## src/rtl/ram_arbiter.sv

```systemverilog
// Shares one single-port RAM between instruction fetch and the load/store datapath.
// Data has fixed priority, except that fetch is forced through after MAX_WAIT stalled cycles.
module ram_arbiter #(
  parameter int ADDR_W   = 16,
  parameter int DATA_W   = 32,
  parameter int MAX_WAIT = 4
) (
  input  logic              i_clk,
  input  logic              i_rst_n,
  input  logic              i_if_req,
  input  logic [ADDR_W-1:0] i_if_addr,
  output logic              o_if_gnt,
  output logic              o_if_rvalid,
  output logic [DATA_W-1:0] o_if_rdata,
  input  logic              i_dp_req,
  input  logic              i_dp_we,
  input  logic [ADDR_W-1:0] i_dp_addr,
  input  logic [DATA_W-1:0] i_dp_wdata,
  output logic              o_dp_gnt,
  output logic              o_dp_rvalid,
  output logic [DATA_W-1:0] o_dp_rdata,
  output logic              o_ram_set,
  output logic [ADDR_W-1:0] o_ram_addr,
  output logic [DATA_W-1:0] o_ram_data,
  input  logic [DATA_W-1:0] i_ram_data
);

  typedef enum logic {
    PRIO_DATA,
    PRIO_FETCH
  } state_t;

  localparam logic [3:0] WAIT_MAX = 4'(MAX_WAIT);

  state_t            state, state_nxt;
  logic [3:0]        wait_cnt, wait_nxt;
  logic              if_gnt, dp_gnt;
  logic              if_vld_p1, dp_vld_p1;
  logic [DATA_W-1:0] if_rdata_p1, dp_rdata_p1;

  function automatic logic [3:0] sat_inc(input logic [3:0] v);
    return (v >= WAIT_MAX) ? WAIT_MAX : v + 4'd1;
  endfunction

  always_comb begin
    if_gnt    = 1'b0;
    dp_gnt    = 1'b0;
    wait_nxt  = '0;
    state_nxt = state;
    if (i_rst_n) begin
      case (state)
        PRIO_FETCH: begin
          if (i_if_req)      if_gnt = 1'b1;
          else if (i_dp_req) dp_gnt = 1'b1;
        end
        default: begin
          if (i_dp_req)      dp_gnt = 1'b1;
          else if (i_if_req) if_gnt = 1'b1;
        end
      endcase

      wait_nxt = (i_if_req && !if_gnt) ? sat_inc(wait_cnt) : 4'd0;

      case (state)
        PRIO_FETCH: if (if_gnt || !i_if_req) state_nxt = PRIO_DATA;
        default:    if (wait_nxt == WAIT_MAX) state_nxt = PRIO_FETCH;
      endcase
    end
  end

  always_comb begin
    o_ram_set  = 1'b0;
    o_ram_addr = '0;
    o_ram_data = '0;
    if (dp_gnt) begin
      o_ram_set  = i_dp_we;
      o_ram_addr = i_dp_addr;
      o_ram_data = i_dp_wdata;
    end else if (if_gnt) begin
      o_ram_addr = i_if_addr;
    end
  end

  // p0 -> p1: read data registered towards the winning requester
  always_ff @(posedge i_clk or negedge i_rst_n) begin
    if (!i_rst_n) begin
      state       <= PRIO_DATA;
      wait_cnt    <= '0;
      if_vld_p1   <= 1'b0;
      dp_vld_p1   <= 1'b0;
      if_rdata_p1 <= '0;
      dp_rdata_p1 <= '0;
    end else begin
      state     <= state_nxt;
      wait_cnt  <= wait_nxt;
      if_vld_p1 <= if_gnt;
      dp_vld_p1 <= dp_gnt && !i_dp_we;
      if (if_gnt)               if_rdata_p1 <= i_ram_data;
      if (dp_gnt && !i_dp_we)   dp_rdata_p1 <= i_ram_data;
    end
  end

  assign o_if_gnt    = if_gnt;
  assign o_dp_gnt    = dp_gnt;
  assign o_if_rvalid = if_vld_p1;
  assign o_if_rdata  = if_rdata_p1;
  assign o_dp_rvalid = dp_vld_p1;
  assign o_dp_rdata  = dp_rdata_p1;

endmodule

```

## config.mk

```make
export PLATFORM = sky130hd
export DESIGN_NAME = ram_arbiter
export DESIGN_NICKNAME = d
export VERILOG_FILES = /design/src/rtl/ram_arbiter.sv
export SDC_FILE = /design/constraint.sdc
export NUM_CORES = 1
export LEC_CHECK = 0
export ABC_AREA = 1
export CAP_MARGIN = 20
export CELL_PAD_IN_SITES_DETAIL_PLACEMENT = 0
export CELL_PAD_IN_SITES_GLOBAL_PLACEMENT = 2
export CORE_ASPECT_RATIO = 2
export CORE_UTILIZATION = 17
export CTS_BUF_LIST = sky130_fd_sc_hd__clkbuf_8
export CTS_CLUSTER_SIZE = 12
export DETAILED_ROUTE_END_ITERATION = 10
export GPL_TIMING_DRIVEN = 1
export PLACE_DENSITY_LB_ADDON = 0.05
export SYNTH_ARGS = -nofsm -noshare
export SYNTH_HDL_FRONTEND = slang
export SYNTH_SLANG_ARGS = --single-unit
export TNS_END_PERCENT = 50
```

## constraint.sdc

```tcl
create_clock -name i_clk -period 1.26 [get_ports i_clk]
set_input_delay 0.315 -clock i_clk [delete_from_list [all_inputs] [get_ports i_clk]]
set_output_delay 0.315 -clock i_clk [all_outputs]
set_load 0.005 [all_outputs]
```

==> results.yml <==
outcome:
  run_status: "finished with violations"
  failed_checks: "negative setup slack"
yosys:
  synth_top_area_share_pct: 54.47
  syn_nets: 500
  syn_area_per_cell_um2: 8.196
  synth_cell_types: 19
  yosys_warnings: 0
  yosys_register_bits: 71
  netlist_instances: 398
  synthTopCellsByArea: "dfrtp_1 54%, nand2_1 14%, inv_1 8.5%"
  ys_seq_area_share_pct: 54.47
  post-synth-top-area-cell: "dfrtp_1"
  synth_area_um2: 3262
global_route:
  grt_antenna_before_repair: 0
  grt_use_total_pct: 12.80
  grt_max_degree: 73
  first_global_vias: 3499
  overflow: 0
  grt_pass1_wl_um: 18990
clock_network:
  clock_path_buffers: 2
  htree_levels: 3
  ctsRootBufferMaster: "clkbuf_8"
  numCtsBuffers: 9
  cts_hold_buf: 0
  cts_tree: "done"
  numClockSinks: 71
  clk_pin_slew_ps: 80
  worst_skew_pair.late_latency_ps: 350
finish:
  drive_gt1_share_pct: 40.72
  nets: 760
  area_growth_syn_to_layout_pct: 95.28
  fill_cells: 2059
  antenna_cells: 0
setup_path:
  r2r-end: "o_dp_rdata[9]"
  critPathKind: "register to output pin"
  crit_slowest_cell: "dfrtp_1"
  cpMostUsedCell: "nand2_1"
  slowest_delay_ps: 410
  worst_setup_path_start_kind: "register"
  path_cells: "nand2_2 > nand3_4 > inv_8 > buf_4 > buf_16 > nand2_1 > nand2_1 > buf_2"
  crit_arrival_ps: 1540
  r2r_cells: 10
  cp_max_fo: 4
  reg2reg_slack_ps: -380
  crit_path_end_kind: "output pin"
  required_ps: 940
  r2r_start: "state"
floorplan:
  chipWidth_um: 99.95
  die_h_um: 197.9
  start_util_pct: 17.32
  core_um2: 18830
  io-pin-count: 218
  die_area_um2: 19780
  core.rowCount: 71
detailed_routing:
  post_drt_wl_per_cell_um: 14.22
  viasPerCell: 3.735
  first_pass_iters: 4
  ant_nets: 0
  vias: 3429
  drtIter0Drc: 106
  drt_wl_total_um: 13050
  route.detailed.drc: 0
worst_hold_path:
  hold_class: "input port to asynchronous set/reset pin"
place:
  place_hpwl_um: 8279
  post-place-ws_ps: -1030
  gp_congestion: 0.7277
  portBuffers: 217
timing:
  fin_crit_ps: 1859
  finClkSkew_ps: 9.968
  setup-violations-final: 115
  finalCritPeriodShare_pct: 147.5
  rsz0062_at_grt: "true"
  hold_viol_final: 0
  max_freq_mhz: 537.9
  fin_ws_ps: -599.1
  holdWs_ps: 112.3
  worst_slew_pin_slew_ps: 692.3
  tns_ps: -40970
  max_slew_margin_pct: 53.85
  slew_violations: 0
power:
  power_mw: 6.930
  peakVddDrop_uv: 347.8
  power_leakage_nw: 3.349
  p_per_area_nw_per_um2: 1088
job:
  drv_cap: 0
==> kinds of logic after synthesis <==
family	share of synthesized area [%]
AO/OA/AOI/OAI	12.47
adder cells (fa/ha/maj)	0.3835
buffers and inverters	12.85
flip-flops	54.47
other	0.1150
AND/OR/NAND/NOR	19.72
==> synth_stat cells <==
library cell  number
conb_1             1
ha_1               1
inv_4              1
dfrtp_1           71
nand3_4            1
inv_1             74
clkbuf_2           4
buf_4              1
buf_2              5
buf_6              6
nand2_1          121
nor2_1            41
clkinv_1           1
o21ai_1            9
clkbuf_1           3
nand2_2            2
nand3_1            1
o21ai_0           32
o21ai_2           23
==> report_power, final <==
| group | switching, mW | internal (mW) |
|---|---|---|
| clock network | 0.852 | 1.33 |
| registers | 0.207 | 2.64 |
| logic | 0.858 | 1.04 |
==> critical path: cells and delay by family (launching register included) <==
kind          cells  cell delay (ps)
simple gates      4              320
flops             1              410
buf+inv           4              450
==> registers in the layout, indices dropped and copies added, names as in the netlist <==
name and cells:
o_if_rdata 32, o_dp_rvalid 1, state 1, o_dp_rdata 32, o_if_rvalid 1, wait_cnt 4
==> worst max-delay path by stage <==
stage                                end  slack [ps]  startpoint  cells after the start
after detailed placement  o_ram_addr[10]       -1030    i_dp_req                      7
after CTS                  o_ram_data[3]        -690       state                      7
final                      o_ram_addr[5]        -600       state                      8
after floorplan           o_ram_addr[10]          10       state                      7
after global placement     o_ram_addr[6]       -1020    i_dp_req                      7
after global routing       o_ram_addr[2]        -710       state                      8
==> layout by cell type, fill, tap and decap left out, types with 5 or more instances in the layout <==
master            n
clkdlybuf4s50_1  97
buf_4            17
buf_2            93
inv_1            75
o21ai_1           8
o21ai_0          32
nand2_2          26
nor2_4           24
dfrtp_1          71
nor2_2            6
o21ai_2          23
clkbuf_8         13
nor2_1           11
buf_12            5
nand2_1          94
buf_16            6
clkbuf_2         15
buf_6            24
==> layout make-up <==
cell class	count	area, µm²	area share [%]
timing repair inverter	3	41.29	0.6482
clock buffer	13	178.9	2.809
sequential	71	1777	27.89
inverter	76	305.3	4.793
tap	255	319.1	5.009
multi-input combinational	232	1373	21.55
timing repair buffer	265	2312	36.30
clock inverter	3	63.81	1.002
==> stage by stage <==
| step | util (%) | area, µm² | std cells |
|---|---|---|---|
| finish | 33.82 | 6370 | 918 |
| global route | 33.82 | 6370 | 918 |
| CTS | 32.77 | 6172 | 910 |
| detailed placement | 30.47 | 5738 | 863 |
| global placement | 30.47 | 5738 | 863 |
| floorplan | - | 3272 | 398 |
==> per-layer routing <==
layer	GRT usage (%)	routed length, µm	vias to the layer above
li1	-	-	1703
met1	12.02	4414	1571
met2	24.75	7585	150
met3	4.130	894	5
met4	5.229	159	0
met5	0	0	-
==> timing repair <==
action,CTS,global route
gates cloned,8,6
pin swaps,11,10
resized for setup,531,58
setup buffers,24,5
setup endpoints to repair,186,136
(Power assumes the default switching activity.)
